$ cat config.mk
export PLATFORM = sky130hd
export DESIGN_NAME = restador_serie_ctrl_flat
export DESIGN_NICKNAME = d
export VERILOG_FILES = /design/src/rtl/restador_serie_ctrl_if.sv /design/src/rtl/restador_serie_ctrl.sv /design/src/flat_wrapper.sv
export SDC_FILE = /design/constraint.sdc
export NUM_CORES = 1
export LEC_CHECK = 0
export CORE_AREA = 2 2 50 76
export DETAILED_ROUTE_END_ITERATION = 7
export DIE_AREA = 0 0 52 78
export GPL_TIMING_DRIVEN = 1
export PLACE_DENSITY = 0.77
export SETUP_SLACK_MARGIN = 0.2
export SLEW_MARGIN = 20
export SYNTH_ARGS = -nofsm -noshare
export SYNTH_HDL_FRONTEND = slang
export SYNTH_SLANG_ARGS = --single-unit
$ cat constraint.sdc
create_clock -name clk -period 2.6 [get_ports clk]
set_input_delay 0.26 -clock clk [delete_from_list [all_inputs] [get_ports clk]]
set_output_delay 0.26 -clock clk [all_outputs]
set_load 0.03 [all_outputs]
$ cat src/rtl/restador_serie_ctrl_if.sv
// Requester-side handshake and result bus of the bit-serial subtraction controller.
interface restador_serie_ctrl_if #(
    parameter int unsigned WIDTH = 8
);
    logic             start;
    logic [WIDTH-1:0] a;
    logic [WIDTH-1:0] b;
    logic             busy;
    logic             done;
    logic [WIDTH-1:0] diff;
    logic             borrow;

    modport master (output start, a, b, input busy, done, diff, borrow);
    modport slave  (input start, a, b, output busy, done, diff, borrow);
endinterface

$ cat src/rtl/restador_serie_ctrl.sv
// Bit-serial subtractor: one shared full-subtractor cell sequenced LSB first over WIDTH cycles.
// Produces diff = A - B mod 2^WIDTH and the final borrow (A < B).
module restador_serie_cell (
    input  logic x,
    input  logic y,
    input  logic bin,
    output logic r_c,
    output logic bout_c
);
    assign r_c    = x ^ y ^ bin;
    assign bout_c = (~x & y) | (~(x ^ y) & bin);
endmodule

module restador_serie_ctrl #(
    parameter int unsigned WIDTH = 8
) (
    input  logic                  clk,
    input  logic                  rst_n,
    restador_serie_ctrl_if.slave  bus
);
    // Counter must be able to hold the value WIDTH itself.
    localparam int unsigned CNT_W = $clog2(WIDTH + 1);

    typedef enum logic [1:0] {
        IDLE = 2'd0,
        RUN  = 2'd1,
        DONE = 2'd2
    } state_t;

    state_t           state;
    state_t           state_n;
    logic [WIDTH-1:0] sa;
    logic [WIDTH-1:0] sb;
    logic [WIDTH-1:0] res;
    logic             brw;
    logic [CNT_W-1:0] cnt;
    logic             cell_r;
    logic             cell_bout;

    restador_serie_cell u_cell (
        .x      (sa[0]),
        .y      (sb[0]),
        .bin    (brw),
        .r_c    (cell_r),
        .bout_c (cell_bout)
    );

    always_ff @(posedge clk or negedge rst_n) begin
        if (!rst_n) state <= IDLE;
        else        state <= state_n;
    end

    always_comb begin
        state_n = state;
        case (state)
            IDLE:    if (bus.start) state_n = RUN;
            RUN:     if (cnt == CNT_W'(WIDTH - 1)) state_n = DONE;
            DONE:    state_n = IDLE;
            default: state_n = IDLE;
        endcase
    end

    // Operand shift registers, result accumulation and running borrow.
    always_ff @(posedge clk or negedge rst_n) begin
        if (!rst_n) begin
            sa  <= '0;
            sb  <= '0;
            res <= '0;
            brw <= 1'b0;
            cnt <= '0;
        end else begin
            case (state)
                IDLE: begin
                    if (bus.start) begin
                        sa  <= bus.a;
                        sb  <= bus.b;
                        brw <= 1'b0;
                        cnt <= '0;
                    end
                end
                RUN: begin
                    sa  <= sa >> 1;
                    sb  <= sb >> 1;
                    res <= {cell_r, res[WIDTH-1:1]};
                    brw <= cell_bout;
                    cnt <= cnt + CNT_W'(1);
                end
                default: ;
            endcase
        end
    end

    // Results publish once per job and hold until the next job completes.
    always_ff @(posedge clk or negedge rst_n) begin
        if (!rst_n) begin
            bus.busy   <= 1'b0;
            bus.done   <= 1'b0;
            bus.diff   <= '0;
            bus.borrow <= 1'b0;
        end else begin
            bus.busy <= (state_n == RUN);
            bus.done <= (state == DONE);
            if (state == DONE) begin
                bus.diff   <= res;
                bus.borrow <= brw;
            end
        end
    end
endmodule

$ cat src/flat_wrapper.sv
// flat-port wrapper written by rule: the top's interface ports become plain ports
module restador_serie_ctrl_flat 
#(
    parameter int unsigned WIDTH = 8
)
  (clk, rst_n, bus_start, bus_a, bus_b, bus_busy, bus_done, bus_diff, bus_borrow);
  restador_serie_ctrl_if #(.WIDTH(WIDTH)) bus_i ();
  input  logic clk;
  input  logic rst_n;
  input wire logic [$bits(bus_i.start)-1:0] bus_start;
  input wire logic [$bits(bus_i.a)-1:0] bus_a;
  input wire logic [$bits(bus_i.b)-1:0] bus_b;
  output wire logic [$bits(bus_i.busy)-1:0] bus_busy;
  output wire logic [$bits(bus_i.done)-1:0] bus_done;
  output wire logic [$bits(bus_i.diff)-1:0] bus_diff;
  output wire logic [$bits(bus_i.borrow)-1:0] bus_borrow;
  assign bus_i.start = bus_start;
  assign bus_i.a = bus_a;
  assign bus_i.b = bus_b;
  assign bus_busy = bus_i.busy;
  assign bus_done = bus_i.done;
  assign bus_diff = bus_i.diff;
  assign bus_borrow = bus_i.borrow;
  restador_serie_ctrl #(.WIDTH(WIDTH)) u_core (.clk(clk), .rst_n(rst_n), .bus(bus_i));
endmodule
; Word-level counts from Yosys, hierarchy flattened
; Index checks and enable logic that the tools add are counted.
[totals]
regBits = 42
input_bits = 19
out_inout_bits = 11
wordCells = 37
[op_classes]
addsub = 1
n_eq_ne = 5
mux = 11
n_bitwise = 7
reduce_logical = 3
[op_table]
columns = cell, n
row1 = $pmux W8 S2, 2
row2 = $mux W8, 2
row3 = $pmux W4 S2, 1
row4 = $add A4 B1 Y4 const B, 1
row5 = $eq A2 B1 Y1 const B, 2
row6 = $eq A4 B3 Y1 const B, 1
row7 = $mux W2, 2
row8 = $mux W4, 1
row9 = $pmux W2 S2, 1
row10 = $and A1 B1 Y1, 2
row11 = $eq A2 B2 Y1 const B, 1
row12 = $logic_not A2 Y1, 1
row13 = $ne A2 B2 Y1 const B, 1
row14 = $not A1 Y1, 2
row15 = $pmux W1 S2, 1
row16 = $reduce_and A2 Y1, 1
row17 = $reduce_bool A2 Y1, 1
row18 = $xor A1 B1 Y1, 2
row19 = $mux W1, 1
row20 = $or A1 B1 Y1, 1

; Depth between registers and ports, before layout
; Gate-level depths: netlist of the first run.
[logic_depth]
depth_word = 5
mapped_depth = 5
ltp_nobuf = 4

; By module
; A second synthesis of the first run with hierarchy kept.
[unflattened]
cells_unflattened = 143
hier_area_um2 = 1839.3
[by_module_without_submodules]
columns = mod, instances, cells_each, area_each_um2, seq_area_each_um2
row1 = restador_serie_ctrl, 1, 139, 1808.0, 1051.0
row2 = restador_serie_cell, 1, 4, 31.3, 0.0

; Least setup slack after synthesis of the first run
; Ideal clock, no wire load.
[synth_timing]
path_kind = register to register
start = reg u_core.state[0]
end = reg u_core.bus.borrow
setup_time_ps = 128
arrival_time_ps = 1043
required_time_ps = 2472
path_slack_ps = 1430
path_stages_with_launch = 4
n_path_buf = 1
synth_period_minus_slack_ps = 1170
cell_sequence = dfrtp_1 > nor2b_1 > buf_2 > mux2_1
[synth_between]
elab_chain_len = 1
[synth_lines]
columns = element, line
row1 = "start, declared", restador_serie_ctrl.sv:30  ; state_t state;
row2 = "start signal, assigned", restador_serie_ctrl.sv:50  ; else state <= state_n;
row3 = $eq A2 B2 Y1, restador_serie_ctrl.sv:103  ; if (state == DONE) begin
row4 = "end signal, assigned", restador_serie_ctrl.sv:105  ; bus.borrow <= brw;
row5 = "end, declared", restador_serie_ctrl_if.sv:14  ; modport slave (input start, a, b, output busy, done, diff, borrow);
; Every way passes these cells.
; A chain may end at the register's enable or synchronous reset.

; Final worst setup path of the first run
[layout_timing]
start = reg u_core.state[0]
end = reg u_core.sa[1]
[layout_between]
elab_chain_len = 3
word_cells_on_any_way = 6
classes_between = 2 x eq/ne / 1 x mux / 3 x reduce/logical
[layout_lines]
columns = element, line
row1 = $eq A2 B1 Y1 / $logic_not A2 Y1 (equally long branches), restador_serie_ctrl.sv:72  ; case (state)
row2 = $reduce_bool A2 Y1 (no source line) / $ne A2 B2 Y1 (equally long branches), n/a
row3 = $reduce_and A2 Y1 (no source line), n/a
row4 = "end signal, assigned", restador_serie_ctrl.sv:75  ; sa <= bus.a;
row5 = "end signal, assigned", restador_serie_ctrl.sv:82  ; sa <= sa >> 1;
row6 = "end, declared", restador_serie_ctrl.sv:32  ; logic [WIDTH-1:0] sa;
; Several ways; a longest one is shown, not always the timed one.

==> results.cfg, run 1 <==
[die]
die_w_um = 52
core_region_area_um2 = 3350
floorplan.die_area_um2 = 4060
fp.dieH_um = 78
fp-row-count = 26
floorplan.initialDensity = 0.519
ioPinCount = 30

[setup_path]
crit_path_end_kind = register
cp-start-kind = register
timing.rr.start = u_core.state[0]$_DFF_PN0_
worst_setup_path_startpoint = u_core.state[0]$_DFF_PN0_
worst_setup_path_endpoint = u_core.sa[1]$_DFFE_PN0P_
cp.arrival_ps = 1880
worst-r2r-setup-slack_ps = 920
cp_data_required_time_ps = 2800
reg2reg_to = u_core.sa[1]$_DFFE_PN0P_
worstSetupPathType = reg2reg
ff2ff_path_depth = 5
critical_path_peak_fanout = 24

[yosys]
yosys.area.top_type = sky130_fd_sc_hd__dfrtp_1
async_reset_ff_frac = 1.00
post_syn_nets = 183
yosys_register_bits = 42
synthesis.yosys.warnings = 0
synth_edf_count = 0
ys_seq_area_frac = 0.604
synth.lib_cells_used.distinct = 24
synth_top_flop_cell = sky130_fd_sc_hd__dfrtp_1
ys_top_cells_by_area = sky130_fd_sc_hd__dfrtp_1, sky130_fd_sc_hd__nand2_1, sky130_fd_sc_hd__a22oi_1
post_synth_instance_area_um2 = 1740
netlist_instances = 162
synthDominantCellAreaShare = 0.604
postSynthAreaPerCell_um2 = 10.7

[detailed_routing]
first_pass_iters = 4
route.detailed.drc = 0
post_drt_wl_per_cell_um = 14.2
ant_nets = 0
drt_wl_total_um = 3290
detailedRoute.firstIterationViolations = 43
num_vias = 1273
drt-vias-per-instance = 5.49

[timing]
final-max-slew-violation-count = 0
number_of_setup_violations_in_the_final_report = 0
hold_slack_ps = 108
setup_repair_after_global_routing_missed_its_margin = no
finalCritPeriodShare = 0.647
timing.final.ws_setup_ps = 919
timing.max_slew.rel_slack = 0.396
clock-skew-final_ps = 5.37
report.final.hold_viol_count = 0
post-route-min-period_ps = 1680
setup_total_negative_slack_ps = 0
worstMarginPinSlew_ps = 907
fmax_mhz = 595

[clock_tree]
cts-resized-gates = 0
numClockSinks = 42
clock_tree.buffer_depth = 2
cts_tree = yes
cts_hold_repair_buffers = 0
clock_latency_ps = 280
post_cts.repair.setup_buffers = 0
cts_inserted_buffers = 5
clk_pin_slew_worst_paths_ps = 70
ctsHtreeMaxLevel = 2
cts_root_buf = sky130_fd_sc_hd__clkbuf_8

[power]
leakage_nw = 0.970
peakVddDrop_v = 0.000581
power_density_nw_per_um2 = 1150

[placement]
place.gp.congestion = 0.703
place_area_um2 = 2050
place_hpwl_um = 2350
place_worst_setup_slack_ps = 784
numPortBuffers = 29
dpl.cell_count = 226

[layout]
fillCellCount = 277
layout-area-overhead-vs-synth_pct = 22.6
layout-drive-gt1-share = 0.0579
insertedDiodeCount = 0
num-nets-final = 212
post_layout_nonfiller_instances = 232
post-route-cell-area_um2 = 2130

[flow_run]
max_cap_viol_count = 0

[grt]
grt_pass1_vias = 1365
largest_net_degree_at_the_start_of_global_routing = 43
antenna_violations_before_repair = 0
grt_pass1_wl_um = 5760
grt_use_total = 0.190
globalRouteOverflowTotal = 0

[run_status]
run_status = finished clean

[worst_hold_path]
min-delay-path-class = in2async
[flip-flops by register name (all words and copies together), names as in the netlist]
name               count
u_core.sa              8
u_core.bus.diff        8
u_core.bus.busy        1
u_core.bus.done        1
u_core.state           2
u_core.brw             1
u_core.sb              8
u_core.bus.borrow      1
u_core.res             8
u_core.cnt             4
[cell families (layout without fill, tap and decap cells)]
logic type      count (synthesis)  count (layout)  share of synthesized area
fa+ha+maj                       2               2                     0.0187
buf+inv                        12              40                     0.0323
compound gates                 41              41                      0.147
flops                          42              42                      0.604
simple gates                   55              55                      0.134
mux                            10              10                     0.0640
[synthesized netlist by cell type, drive strengths merged (2+ instances only)]
| master | n |
|---|---|
| nand2b | 2 |
| a21oi | 4 |
| o21ai | 18 |
| nor2b | 6 |
| inv | 2 |
| nand2 | 43 |
| a22oi | 15 |
| a22o | 2 |
| buf | 8 |
| dfrtp | 42 |
| mux2 | 9 |
| clkbuf | 2 |
[power by group]
part	total, W	leakage, nW	switching (W)	internal (W)
Clock	0.000396	0.0431	0.000191	0.000205
Combinational	0.000965	0.382	0.000559	0.000406
Sequential	0.00108	0.545	0.000165	0.000918
Total	0.00244	0.970	0.000915	0.00153
[critical path: stages, from the launching register on]
cell and delay, ps:
sky130_fd_sc_hd__dfrtp_1 380, sky130_fd_sc_hd__buf_4 210, sky130_fd_sc_hd__o21bai_1 520, sky130_fd_sc_hd__buf_4 290
sky130_fd_sc_hd__nand2_1 80, sky130_fd_sc_hd__o21ai_1 110
[metrics by stage]
stage,utilization,power (W)
after floorplan,-,0.00175
final,0.637,0.00244
after CTS,0.637,0.00248
after detailed placement,0.612,0.00207
after global routing,0.637,0.00266
after global placement,0.612,0.00200
[worst min-delay path by stage]
stage / start / endpoint / slack (ps) / cells after the start
4_1_cts: rst_n / u_core.cnt[0]$_DFFE_PN0P_ / 140 / 1
3_3_place_gp: rst_n / u_core.bus.diff[0]$_DFFE_PN0P_ / 420 / 1
2_1_floorplan: rst_n / u_core.brw$_DFFE_PN0P_ / -40 / 0
3_5_place_dp: rst_n / u_core.res[0]$_DFFE_PN0N_ / 440 / 1
5_1_grt: rst_n / u_core.cnt[0]$_DFFE_PN0P_ / 170 / 1
6_report: rst_n / u_core.cnt[1]$_DFFE_PN0P_ / 110 / 1
[layer usage]
layer / vias up / GRT usage / part of all wire
met5: - / 0 / 0
met2: 41 / 0.328 / 0.56
met1: 618 / 0.207 / 0.38
met3: 6 / 0.0558 / 0.049
met4: 0 / 0.0842 / 0.013
li1: 608 / - / -
[final cells by class]
cell class | instances | area, um2 | share of cell area
inverter | 2 | 7.51 | 0.00352
multi-input combinational | 108 | 633 | 0.297
tap | 42 | 52.6 | 0.0246
timing repair buffer | 32 | 308 | 0.144
clock buffer | 6 | 82.6 | 0.0387
sequential | 42 | 1050 | 0.492
[layout by cell type (no fill, tap or decap), types with 2 or more instances in the layout]
cell	n
sky130_fd_sc_hd__o21ai_1	15
sky130_fd_sc_hd__clkdlybuf4s50_1	28
sky130_fd_sc_hd__inv_1	2
sky130_fd_sc_hd__clkbuf_8	6
sky130_fd_sc_hd__a22oi_1	15
sky130_fd_sc_hd__o21ai_0	3
sky130_fd_sc_hd__a21oi_1	4
sky130_fd_sc_hd__buf_4	3
sky130_fd_sc_hd__dfrtp_1	42
sky130_fd_sc_hd__mux2_1	9
sky130_fd_sc_hd__nand2b_1	2
sky130_fd_sc_hd__nor2b_1	5
sky130_fd_sc_hd__a22o_1	2
sky130_fd_sc_hd__nand2_1	43
(Power assumes the default switching activity.)
==> inputs of run 2 (changes only) <==
Settings changed: CORE_AREA 2 2 50 76 to 2 2 51 77, DIE_AREA 0 0 52 78 to 0 0 53 79, PLACE_DENSITY 0.77 to 0.75.
Clock period 2.6 ns to 1.7 ns, I/O delays scaled along.
==> results.cfg, run 2 (synthesized netlist as in run 1, its figures left out) <==
[timing]
timing.max_slew.rel_slack = 0.657
worstMarginPinSlew_ps = 515
hold_slack_ps = 471
number_of_setup_violations_in_the_final_report = 0
clock-skew-final_ps = 10.8
post-route-min-period_ps = 1460
fmax_mhz = 684
final-max-slew-violation-count = 0
finalCritPeriodShare = 0.861
setup_repair_after_global_routing_missed_its_margin = no
setup_total_negative_slack_ps = 0
report.final.hold_viol_count = 0

[detailed_routing]
route.met3.wl_um = 180
first_pass_iters = 4
met2WireLength_um = 1740
route.detailed.drc = 0
maxUsedRoutingLayer = met4
drt-vias-per-instance = 5.31
drt_wl_total_um = 3380
detailedRoute.firstIterationViolations = 22
m1_wl_um = 1330
ant_nets = 0
post_drt_wl_per_cell_um = 13.9
num_vias = 1290

[setup_path]
ff2ff_path_depth = 2
crit_path_end_kind = primary output
cp-start-kind = register
cp_slowest_cell = sky130_fd_sc_hd__clkdlybuf4s50_1
worst-r2r-setup-slack_ps = 330
cp.arrival_ps = 1290
reg2reg_to = u_core.cnt[3]$_DFFE_PN0P_
timing.rr.start = u_core.state[0]$_DFF_PN0_
crit_chain = clkdlybuf4s50_1
cp_top_family = buffers and inverters
crit_path_max_incr_delay_ps = 660
cp_num_buf_inv = 1
cp_data_required_time_ps = 1530
worst_setup_path_startpoint = u_core.bus.diff[7]$_DFFE_PN0P_
critical_path_peak_fanout = 2
worstSetupPathType = reg2out

[die]
core_region_area_um2 = 3550
floorplan.initialDensity = 0.491
die_w_um = 53
ioPinCount = 30
fp-row-count = 27
fp.dieH_um = 79
floorplan.die_area_um2 = 4190

[flow_run]
max_cap_viol_count = 0

[grt]
globalRouteOverflowTotal = 0
largest_net_degree_at_the_start_of_global_routing = 43
grt_pass1_wl_um = 5680
grt_pass1_vias = 1273
antenna_violations_before_repair = 0
grt_use_total = 0.188

[placement]
place_area_um2 = 2120
place.gp.congestion = 0.717
place_hpwl_um = 2400
numPortBuffers = 29

[layout]
insertedDiodeCount = 0
post-route-cell-area_um2 = 2240
finalCoreUtilization = 0.631
mostFrequentLayoutCell = sky130_fd_sc_hd__nand2_1
num-nets-final = 220
layout-area-overhead-vs-synth_pct = 28.7
layout-drive-gt1-share = 0.0950
layout_common_cells = sky130_fd_sc_hd__nand2_1, sky130_fd_sc_hd__dfrtp_1, sky130_fd_sc_hd__clkdlybuf4s50_1, sky130_fd_sc_hd__a22oi_1, sky130_fd_sc_hd__o21ai_1

[power]
cellInternalPower_w = 0.00243
netSwitchingPower_w = 0.00145
power.share.combinational = 0.397
share_seq_of_total_power = 0.437
totalPowerFinal_w = 0.00389
peakVddDrop_v = 0.000970
power_density_nw_per_um2 = 1730
leakage_nw = 1.15
power.clock.fraction = 0.166
netSwitchingFraction = 0.374

[clock_tree]
clock_latency_ps = 290
clock_tree.buffer_depth = 2
cts_root_buf = sky130_fd_sc_hd__clkbuf_8
post_cts.repair.setup_buffers = 0
cts_inserted_buffers = 5
numClockSinks = 42
clk_pin_slew_worst_paths_ps = 80
cts_tree = yes
ctsHtreeMaxLevel = 2

[run_status]
run_status = finished clean

[worst_hold_path]
min-delay-path-class = in2async
-- run 2: cell count changes in the layout (fill, tap and decap cells not counted), sizes merged --
| cell | delta |
|---|---|
| dlygate4sd3 | +1 |
| clkdlybuf4s50 | -8 |
| buf | +7 |
| dlymetal6s2s | +8 |
| clkbuf | +1 |
| clkinv | +1 |
-- run 2: routing by layer --
layer  up-vias  GRT usage
met5         -          0
met4         0      0.115
met3        14     0.0489
met2        41      0.313
met1       609      0.206
li1        626          -
-- run 2: power by group through the flow --
| stage | Clock (W) | Combinational, W | Sequential, W |
|---|---|---|---|
| floorplan | 0 | 0.000863 | 0.00181 |
| global placement | 0 | 0.00147 | 0.00168 |
| detailed placement | 0 | 0.00157 | 0.00172 |
| CTS | 0.000665 | 0.00158 | 0.00170 |
| global route | 0.000701 | 0.00171 | 0.00175 |
| finish | 0.000645 | 0.00154 | 0.00170 |
-- run 2: cell type report --
cell class | instances | area [um2]
clock inverter | 1 | 5.00
sequential | 42 | 1050
fill | 292 | 1310
multi-input combinational | 108 | 633
clock buffer | 7 | 86.3
timing repair buffer | 40 | 403
inverter | 2 | 7.51
tap | 43 | 53.8
-- run 2: worst max-delay path by stage --
stage                                          to  slack (ps)  cells past startpoint
floorplan           u_core.bus.borrow$_DFFE_PN0P_         530                      3
global placement         u_core.sb[5]$_DFFE_PN0P_         260                      5
detailed placement       u_core.sb[2]$_DFFE_PN0P_         220                      5
CTS                                   bus_diff[5]         200                      1
global route                          bus_diff[7]         210                      1
finish                                bus_diff[7]         240                      1
-- run 2: stage by stage --
stage                     setup slack, ps  instances
final                                 237        243
after global routing                  209        243
after CTS                             203        243
after detailed placement              216        234
after global placement                264        234
after floorplan                       530        162
-- run 2: repair_timing --
item                                    CTS  global route
endpoints found under the setup margin    0             8
resized for setup                         0             8
hold buffers                              1             0
hold endpoints to repair                 42             0
==> edit: new RTL, config.mk and constraints of run 2 <==
The 3 states of `state_t` get a one-hot encoding in 3 bits.
--- a/src/rtl/restador_serie_ctrl.sv
+++ b/src/rtl/restador_serie_ctrl.sv
@@ -21,10 +21,10 @@
     // Counter must be able to hold the value WIDTH itself.
     localparam int unsigned CNT_W = $clog2(WIDTH + 1);
 
-    typedef enum logic [1:0] {
-        IDLE = 2'd0,
-        RUN  = 2'd1,
-        DONE = 2'd2
+    typedef enum logic [2:0] {
+        IDLE = 3'b001,
+        RUN  = 3'b010,
+        DONE = 3'b100
     } state_t;
 
     state_t           state;
Function: no difference found for any inputs over 10 cycles, from zero or initial values and one cycle with rst_n low; not proved beyond that.
==> edit against run 2 <==
  * Clock skew down 0.0018 ns
  * Register-to-register slack worse by 0.09 ns
  * Critical path type is now flip-flop to flip-flop
  * Synthesized cell count down 12%
  * Wire length down 2.8%
  * Area after synthesis up 5.3%
  * Sequential cell count up 1
  * Power down 13%
  * Cell area up 3.4%
  * Worst setup slack worse by 0.0019 ns
==> edit: results <==
{
  "use_met1": 0.207,
  "yosys_warnings": 0,
  "finalCritPeriodShare": 0.862,
  "dr.pass1.iters": 4,
  "clock_latency_ns": 0.30,
  "placed_area_mm2": 0.00217,
  "gp_congestion": 0.753,
  "synth_cells": 142,
  "grt_pass1_vias": 1310,
  "cts_buffers": 5,
  "endpoint": "u_core.cnt[2]",
  "reg2reg_slack_ns": 0.24,
  "ys_async_sr_fraction": 1.00,
  "htreeDepth": 2,
  "numPortBuffers": 29,
  "grt_max_degree": 44,
  "grt_pass1_wl_um": 5670,
  "grt_use_met2": 0.318,
  "worstPathArrival_ns": 1.68,
  "antenna_found_initial": 0,
  "vias": 1183,
  "synthAdderAreaFrac": 0.0177,
  "r2r_cells": 4,
  "dp_worst_setup_slack_ns": 0.183,
  "layout-drive-gt1-share": 0.208,
  "fin_skew_ns": 0.00895,
  "synth.distinct_cells": 27,
  "wl_per_cell_um": 14.8,
  "outcome": "completed",
  "gr-usage-all-layers": 0.185,
  "dp.cells": 211,
  "nets": 198,
  "rr_startpoint": "u_core.state[2]",
  "max-clock-path-buffers": 2,
  "antenna_cells": 0,
  "crit_start": "u_core.state[2]",
  "syn_nets": 163,
  "drv_slew": 0,
  "grt_use_met3": 0.0583,
  "tightest_slew_ns": 0.536,
  "routed_via_density": 5.35,
  "hold_class": "primary input to flip-flop",
  "muxShareOfSynthArea": 0.210,
  "synth.top_cells.by_area": "dfrtp_1, mux2_2, mux2i_1",
  "ys_seq_area_frac": 0.588,
  "root_buffer": "clkbuf_8",
  "ir_drop_v": 0.000913,
  "ys_top_cells_by_count": "dfrtp_1, nand2_1, mux2_2",
  "cellLeakagePower_nw": 1.21,
  "fillCellCount": 302,
  "synth_xor_area_frac": 0,
  "synth_compound_area_frac": 0.0560,
  "worstPathMaxFanout": 5,
  "drt_iter0_markers": 28,
  "clkTransAtPathRegs_ns": 0.08,
  "dpl.hpwl_um": 2300
}
-- edit: changes by cell type in the layout (fill, tap and decap cells not counted), sizes merged, moves of 3 or more --
cell / run 2 / this run
nand2: 43 / 23
mux2i: 1 / 17
a22oi: 15 / 0
mux2: 9 / 19
nor2b: 6 / 0
buf: 11 / 7
dlygate4sd2: 0 / 4
o21ai: 18 / 15
-- edit: final cells by class --
cell class	instances	area share
Sequential cell	43	0.465
Multi-Input combinational cell	89	0.296
Timing Repair Buffer	36	0.162
Clock buffer	6	0.0357
Tap cell	43	0.0232
Clock inverter	2	0.0151
Inverter	2	0.00324
-- edit: stage by stage --
step,util,power (mW)
2_1_floorplan,-,2.29
3_3_place_gp,0.611,2.50
3_5_place_dp,0.611,2.57
4_1_cts,0.645,3.40
5_1_grt,0.653,3.59
6_report,0.653,3.38
-- edit: kinds of logic after synthesis --
kind of cell,after synthesis
flip-flops,43
multiplexers,36
AND/OR/NAND/NOR,32
AO/OA/AOI/OAI,19
buffers and inverters,10
adder cells (fa/ha/maj),2
-- edit: metal layers --
metal,up-vias,share of wire
li1,557,-
met1,593,0.40
met2,27,0.52
met3,6,0.060
met4,0,0.018
met5,-,0
-- edit: worst min path at each step --
stage | from | endpoint | slack (ns) | depth (start not counted)
3_5_place_dp | rst_n | u_core.bus.busy | 0.28 | 2
6_report | bus_b[7] | u_core.sb[7] | 0.42 | 3
2_1_floorplan | rst_n | u_core.brw | -0.13 | 0
5_1_grt | bus_b[7] | u_core.sb[7] | 0.44 | 3
4_1_cts | bus_b[7] | u_core.sb[7] | 0.42 | 3
3_3_place_gp | rst_n | u_core.bus.busy | 0.26 | 2
-- edit: worst max-delay path, stage by stage (launching register included) --
cell and delay (ns):
dfrtp_1 0.44, nor3b_4 0.32, buf_4 0.17, mux2_1 0.32
mux2i_1 0.13
-- edit: what timing repair did --
item,in CTS,in global routing
buffers inserted,0,1
pin swaps,0,1
setup endpoints to repair,4,23
resized for setup,4,7
hold endpoints to repair,42,0
hold buffers,1,0
-- edit: where the power goes --
group / total [mW] / internal (mW) / switching (mW) / leakage [nW]
combinational: 0.952 / 0.509 / 0.443 / 0.591
sequential: 1.61 / 1.37 / 0.232 / 0.554
clock: 0.819 / 0.475 / 0.344 / 0.0612
total: 3.38 / 2.36 / 1.02 / 1.21
